[config.mk]
export PLATFORM = sky130hd
export DESIGN_NAME = mem_operand_fetch
export DESIGN_NICKNAME = d
export VERILOG_FILES = /design/src/rtl/mem_operand_fetch.sv
export SDC_FILE = /design/constraint.sdc
export NUM_CORES = 1
export LEC_CHECK = 0
export CAP_MARGIN = 20
export CORE_AREA = 2 2 137 139
export CTS_CLUSTER_DIAMETER = 120
export CTS_CLUSTER_SIZE = 8
export DETAILED_ROUTE_END_ITERATION = 7
export DIE_AREA = 0 0 139 141
export PLACE_DENSITY = 0.69
export SETUP_SLACK_MARGIN = 0.05
export SLEW_MARGIN = 30
export SYNTH_ARGS = -nofsm -noshare
export SYNTH_HDL_FRONTEND = slang
export SYNTH_SLANG_ARGS = --single-unit
[constraint.sdc]
create_clock -name clk -period 3 [get_ports clk]
set_input_delay 0.3 -clock clk [delete_from_list [all_inputs] [get_ports clk]]
set_output_delay 0.3 -clock clk [all_outputs]
set_load 0.03 [all_outputs]
[src/rtl/mem_operand_fetch.sv]
// Burst operand fetcher: reads len words from a combinational data memory into a small
// FIFO and streams them to the FP unit over valid/ready. Optional feature: FETCH_STRIDE_EN.
module mem_operand_fetch #(
  parameter int ADDR_W     = 5,
  parameter int LEN_W      = 6,
  parameter int FIFO_DEPTH = 4
) (
  input  logic              clk,
  input  logic              rst_n,
  input  logic              start,
  input  logic [ADDR_W-1:0] base_addr,
`ifdef FETCH_STRIDE_EN
  input  logic [ADDR_W-1:0] stride,
`endif
  input  logic [LEN_W-1:0]  len,
  output logic              busy,
  output logic              done,
  output logic              mem_read,
  output logic [31:0]       mem_addr,
  input  logic [31:0]       mem_rdata,
  output logic              out_valid,
  output logic [31:0]       out_data,
  output logic              out_last,
  input  logic              out_ready,
  output logic [1:0]        dbg_state
);

  localparam int PTR_W = $clog2(FIFO_DEPTH);

  localparam logic [1:0] S_IDLE  = 2'd0;
  localparam logic [1:0] S_FETCH = 2'd1;
  localparam logic [1:0] S_DRAIN = 2'd2;
  localparam logic [1:0] S_FIN   = 2'd3;

  localparam logic [PTR_W:0]   CNT_ONE  = (PTR_W+1)'(1);
  localparam logic [PTR_W:0]   CNT_FULL = (PTR_W+1)'(FIFO_DEPTH);
  localparam logic [PTR_W-1:0] PTR_ONE  = PTR_W'(1);

  logic [1:0]        r_state;
  logic [1:0]        w_state_nxt;
  logic [ADDR_W-1:0] r_cur_addr;
  logic [ADDR_W-1:0] r_mem_addr;
  logic [LEN_W-1:0]  r_remaining;
  logic [ADDR_W-1:0] w_step;
  logic [ADDR_W-1:0] w_addr;

  logic [31:0]       r_fifo_data [FIFO_DEPTH];
  logic              r_fifo_last [FIFO_DEPTH];
  logic [PTR_W-1:0]  r_wr_ptr;
  logic [PTR_W-1:0]  r_rd_ptr;
  logic [PTR_W:0]    r_count;
  logic [31:0]       r_out_hold;

  logic              w_accept;
  logic              w_full;
  logic              w_empty;
  logic              w_push;
  logic              w_pop;
  logic              w_last_word;
  logic [31:0]       w_head_data;

  // Handshake: a word moves downstream on every rising edge where out_valid && out_ready;
  // out_valid never waits on out_ready and the head word is stable while out_valid && !out_ready.
  assign w_accept    = (r_state == S_IDLE) && start;
  assign w_full      = (r_count == CNT_FULL);
  assign w_empty     = (r_count == '0);
  assign w_push      = (r_state == S_FETCH) && !w_full;
  assign w_pop       = !w_empty && out_ready;
  assign w_last_word = (r_remaining == LEN_W'(1));
  assign w_head_data = r_fifo_data[r_rd_ptr];

`ifdef FETCH_STRIDE_EN
  logic [ADDR_W-1:0] r_step;

  always_ff @(posedge clk or negedge rst_n) begin
    if (!rst_n) begin
      r_step <= '0;
    end else if (w_accept) begin
      r_step <= stride;
    end
  end

  assign w_step = r_step;
`else
  assign w_step = ADDR_W'(1);
`endif

  always_comb begin
    w_state_nxt = r_state;
    case (r_state)
      S_IDLE:  if (start) w_state_nxt = (len == '0) ? S_FIN : S_FETCH;
      S_FETCH: if (w_push && w_last_word) w_state_nxt = S_DRAIN;
      // Leave DRAIN on the registered empty flag so FIN never overlaps a pop.
      S_DRAIN: if (w_empty) w_state_nxt = S_FIN;
      S_FIN:   w_state_nxt = S_IDLE;
      default: w_state_nxt = S_IDLE;
    endcase
  end

  always_ff @(posedge clk or negedge rst_n) begin
    if (!rst_n) begin
      r_state <= S_IDLE;
    end else begin
      r_state <= w_state_nxt;
    end
  end

  always_ff @(posedge clk or negedge rst_n) begin
    if (!rst_n) begin
      r_cur_addr  <= '0;
      r_remaining <= '0;
      r_mem_addr  <= '0;
    end else if (w_accept) begin
      r_cur_addr  <= base_addr;
      r_remaining <= len;
    end else if (w_push) begin
      r_cur_addr  <= r_cur_addr + w_step;
      r_remaining <= r_remaining - LEN_W'(1);
      r_mem_addr  <= r_cur_addr;
    end
  end

  // Storage needs no reset: nothing reads an entry before it has been pushed.
  always_ff @(posedge clk) begin
    if (w_push) begin
      r_fifo_data[r_wr_ptr] <= mem_rdata;
      r_fifo_last[r_wr_ptr] <= w_last_word;
    end
  end

  always_ff @(posedge clk or negedge rst_n) begin
    if (!rst_n) begin
      r_wr_ptr   <= '0;
      r_rd_ptr   <= '0;
      r_count    <= '0;
      r_out_hold <= '0;
    end else begin
      if (w_push) begin
        r_wr_ptr <= r_wr_ptr + PTR_ONE;
      end
      if (w_pop) begin
        r_rd_ptr   <= r_rd_ptr + PTR_ONE;
        r_out_hold <= w_head_data;
      end
      case ({w_push, w_pop})
        2'b10:   r_count <= r_count + CNT_ONE;
        2'b01:   r_count <= r_count - CNT_ONE;
        default: r_count <= r_count;
      endcase
    end
  end

  assign w_addr    = w_push ? r_cur_addr : r_mem_addr;
  assign mem_read  = w_push;
  assign mem_addr  = {{(32-ADDR_W){1'b0}}, w_addr};

  assign out_valid = !w_empty;
  assign out_data  = w_empty ? r_out_hold : w_head_data;
  assign out_last  = !w_empty && r_fifo_last[r_rd_ptr];

  assign busy      = (r_state != S_IDLE);
  assign done      = (r_state == S_FIN);
  assign dbg_state = r_state;

  a_no_read_when_full: assert property (
    @(posedge clk) disable iff (!rst_n) mem_read |-> (r_count != CNT_FULL));

  a_count_bounded: assert property (
    @(posedge clk) disable iff (!rst_n) r_count <= CNT_FULL);

  a_idle_no_read: assert property (
    @(posedge clk) disable iff (!rst_n) !busy |-> !mem_read);

endmodule
==> results.sh <==
export IMPL_ys_types=41
export IMPL_drv_cap=0
export IMPL_clock_sinks=189
export IMPL_nFillCells=1478
export IMPL_nets=696
export IMPL_grt_busiest_layer="met2"
export IMPL_syn_to_final_growth_pct=19.8
export IMPL_port_buffers=90
export IMPL_pin_count=118
export IMPL_clock_latency_ns=0.42
export IMPL_p_leak_nw=3.91
export IMPL_fin_skew_ns=0.0112
export IMPL_crit_fanout=27
export IMPL_setup_viol=0
export IMPL_required_ns=2.70
export IMPL_ys_warnings_count=0
export IMPL_use_met1_pct=20.1
export IMPL_cts_clk_slew_worst_paths_ns=0.06
export IMPL_first_pass_iters=4
export IMPL_drt_iter0_drc=314
export IMPL_drive_above_1_share_pct=18.2
export IMPL_hold_viol=0
export IMPL_ys_flop_type="edfxtp_1"
export IMPL_crit_arrival_ns=2.56
export IMPL_hpwl_um=10600
export IMPL_min_period_ns=2.86
export IMPL_grt_overflow=0
export IMPL_avgSynthCellArea_um2=15.5
export IMPL_die_h_um=141
export IMPL_maxSlewViolCount=0
export IMPL_synth_seq_area_share_pct=65.5
export IMPL_grt_pass1_wl_um=25200
export IMPL_routed_wl_um=15700
export IMPL_core_area_um2=18300
export IMPL_ant_nets=0
export IMPL_dieArea_um2=19600
export IMPL_fin_area_um2=9860
export IMPL_h_tree_depth=4
export IMPL_fin_crit_sh_pct=95.2
export IMPL_gr_usage_met3_pct=3.77
export IMPL_diodes=0
export IMPL_synthArstFlopShare_pct=30.2
export IMPL_synth_cells=530
export IMPL_clock_path_buffers=2
export IMPL_drc_errors=0
export IMPL_cts_tree="done"
export IMPL_antenna_found_initial=0
export IMPL_min_path_type="primary input to asynchronous set/reset pin"
export IMPL_tns_ns=0
export IMPL_grt_pass1_vias=4713
export IMPL_max_freq_ghz=0.350
export IMPL_start_util_pct=45.1
export IMPL_rows=50
export IMPL_synth_edf_count=132
export IMPL_outcome="finished, final reports clean"
export IMPL_reg2reg_setup_slack_ns=0.72
export IMPL_critPathLaunchType="flop"
export IMPL_power_density_nw_per_um2=1160
export IMPL_vias=4455
export IMPL_rsz0062_at_grt="no"
export IMPL_worstSetupPathType="flop to primary output"
export IMPL_cts_root_buf="clkbuf_16"
export IMPL_grt_usage_pct=16.9
export IMPL_worstMarginPinSlew_ns=0.690
export IMPL_post_cts_buffers=0
export IMPL_cts_buffers=17
export IMPL_worst_setup_path_end_kind="primary output"
export IMPL_grt_max_degree=34
export IMPL_use_met2_pct=30.4
export IMPL_via_per_inst=5.05
export IMPL_ir_worst_vdd_uv=623
export IMPL_wl_per_cell_um=17.8
export IMPL_slew_headroom_pct=54.0
export IMPL_gp_congestion=0.774
export IMPL_ys_ff_latch=189
export IMPL_synth_area_um2=8230
export IMPL_placed_area_um2=9320
export IMPL_die_w_um=139
[Yosys cell counts (3+ instances only)]
library cell | n | area (um2)
buf_12 | 3 | 60.1
mux2_1 | 5 | 56.3
inv_1 | 10 | 37.5
nand2b_1 | 3 | 18.8
mux2_2 | 4 | 45.0
buf_2 | 11 | 55.1
and3_1 | 6 | 37.5
dfrtp_1 | 57 | 1430
mux4_1 | 5 | 131
nand2_1 | 118 | 443
nand3_1 | 5 | 25.0
nor2_1 | 15 | 56.3
a21oi_1 | 10 | 50.1
buf_6 | 5 | 56.3
mux2i_1 | 3 | 30.0
buf_4 | 27 | 203
edfxtp_1 | 132 | 3960
ha_1 | 13 | 163
mux4_2 | 28 | 631
xnor2_1 | 6 | 52.6
mux2_4 | 28 | 420
clkbuf_1 | 4 | 15.0
xor2_1 | 9 | 78.8
[placed cells by master (no fill, tap or decap), types with 2 or more instances in the layout]
master and instances:
edfxtp_1 132, nand2_1 118, clkdlybuf4s50_1 88, dfrtp_1 55
mux4_2 28, mux2_4 28, conb_1 27, clkbuf_16 17
buf_4 16, nor2_1 15, ha_1 13, inv_1 10
a21oi_1 10, xor2_1 9, xnor2_1 6, mux4_1 5
nand3_1 5, mux2_1 5, clkbuf_1 5, mux2_2 4
and3_2 4, nand2b_1 3, mux2i_1 3, clkinv_1 3
clkinv_2 3, buf_12 3, nand2_4 2, inv_2 2
nor3_1 2, and3_1 2, a31oi_1 2, nand4_1 2
dfrtp_2 2
[flip-flops by register name, summed over array words and instances, names as in the netlist]
name,flops
r_fifo_data,128
r_out_hold,32
r_remaining,6
r_cur_addr,5
r_mem_addr,5
r_fifo_last,4
r_count,3
dbg_state,2
r_rd_ptr,2
r_wr_ptr,2
[per-layer routing]
| layer | vias up | part of all wire [%] |
|---|---|---|
| met5 | - | 0 |
| met2 | 117 | 54 |
| met3 | 8 | 3.8 |
| met1 | 2265 | 41 |
| li1 | 2065 | - |
| met4 | 0 | 1.1 |
[power breakdown]
group	internal [mW]	leakage, nW	switching [mW]	total, mW
registers	3.62	1.88	0.384	4.00
clock network	1.15	0.257	0.885	2.04
logic	2.50	1.78	2.92	5.43
[logic make-up after synthesis]
kind of cell / synth area share [%]
compound gates: 1.06
mux: 16.0
fa+ha+maj: 2.22
other cells: 0.0456
flops: 65.5
xor+xnor: 1.60
buf+inv: 5.27
simple gates: 8.36
[repair_timing]
item,in CTS,in global routing
resized for setup,1,1
hold buffers,1,0
hold endpoints to repair,27,0
setup endpoints to repair,25,1
pin swaps,0,0
[worst max-delay path, cell delays in order, from the launching register on]
cell and delay, ns:
dfrtp_2 0.39, buf_12 0.24, mux4_1 0.63, mux2_4 0.28, clkdlybuf4s50_1 0.60
[final cells by class]
class	instances	area, um2	area share, %
flip-flops and latches	189	5390	54.7
multi-input cells	305	2510	25.5
repair buffers	110	1090	11.0
clock buffers	23	458	4.64
well taps	234	293	2.97
clock inverters	9	72.6	0.736
inverters	12	45.0	0.457
[final timing paths]
kind                                                 start                         end  cells past startpoint
worst max-delay path               r_rd_ptr[0]$_DFFE_PN0P_                 out_data[3]                      4
worst min-delay path                                 rst_n   r_cur_addr[0]$_DFFE_PN0P_                      2
worst max register to register      r_count[1]$_DFFE_PN0P_      r_count[1]$_DFFE_PN0P_                      8
worst min register to register  r_out_hold[27]$_DFFE_PN0P_  r_out_hold[27]$_DFFE_PN0P_                      2
max in group asynchronous                            rst_n     r_rd_ptr[1]$_DFFE_PN0P_                      3
min in group clk                              base_addr[0]   r_cur_addr[0]$_DFFE_PN0P_                      3
[metrics by stage]
| stage | instances | hold slack [ns] | util [%] | total power, mW | setup slack, ns |
|---|---|---|---|---|---|
| floorplan | 556 | 0.00441 | - | 7.82 | 0.512 |
| global placement | 849 | 0.378 | 51.0 | 9.35 | 0.474 |
| detailed placement | 849 | 0.383 | 51.0 | 9.53 | 0.441 |
| CTS | 882 | 0.443 | 54.0 | 11.6 | 0.0976 |
| global route | 882 | 0.472 | 54.0 | 12.1 | 0.0547 |
| finish | 882 | 0.456 | 54.0 | 11.5 | 0.143 |
Note: power is estimated with default switching activity, not from simulation.
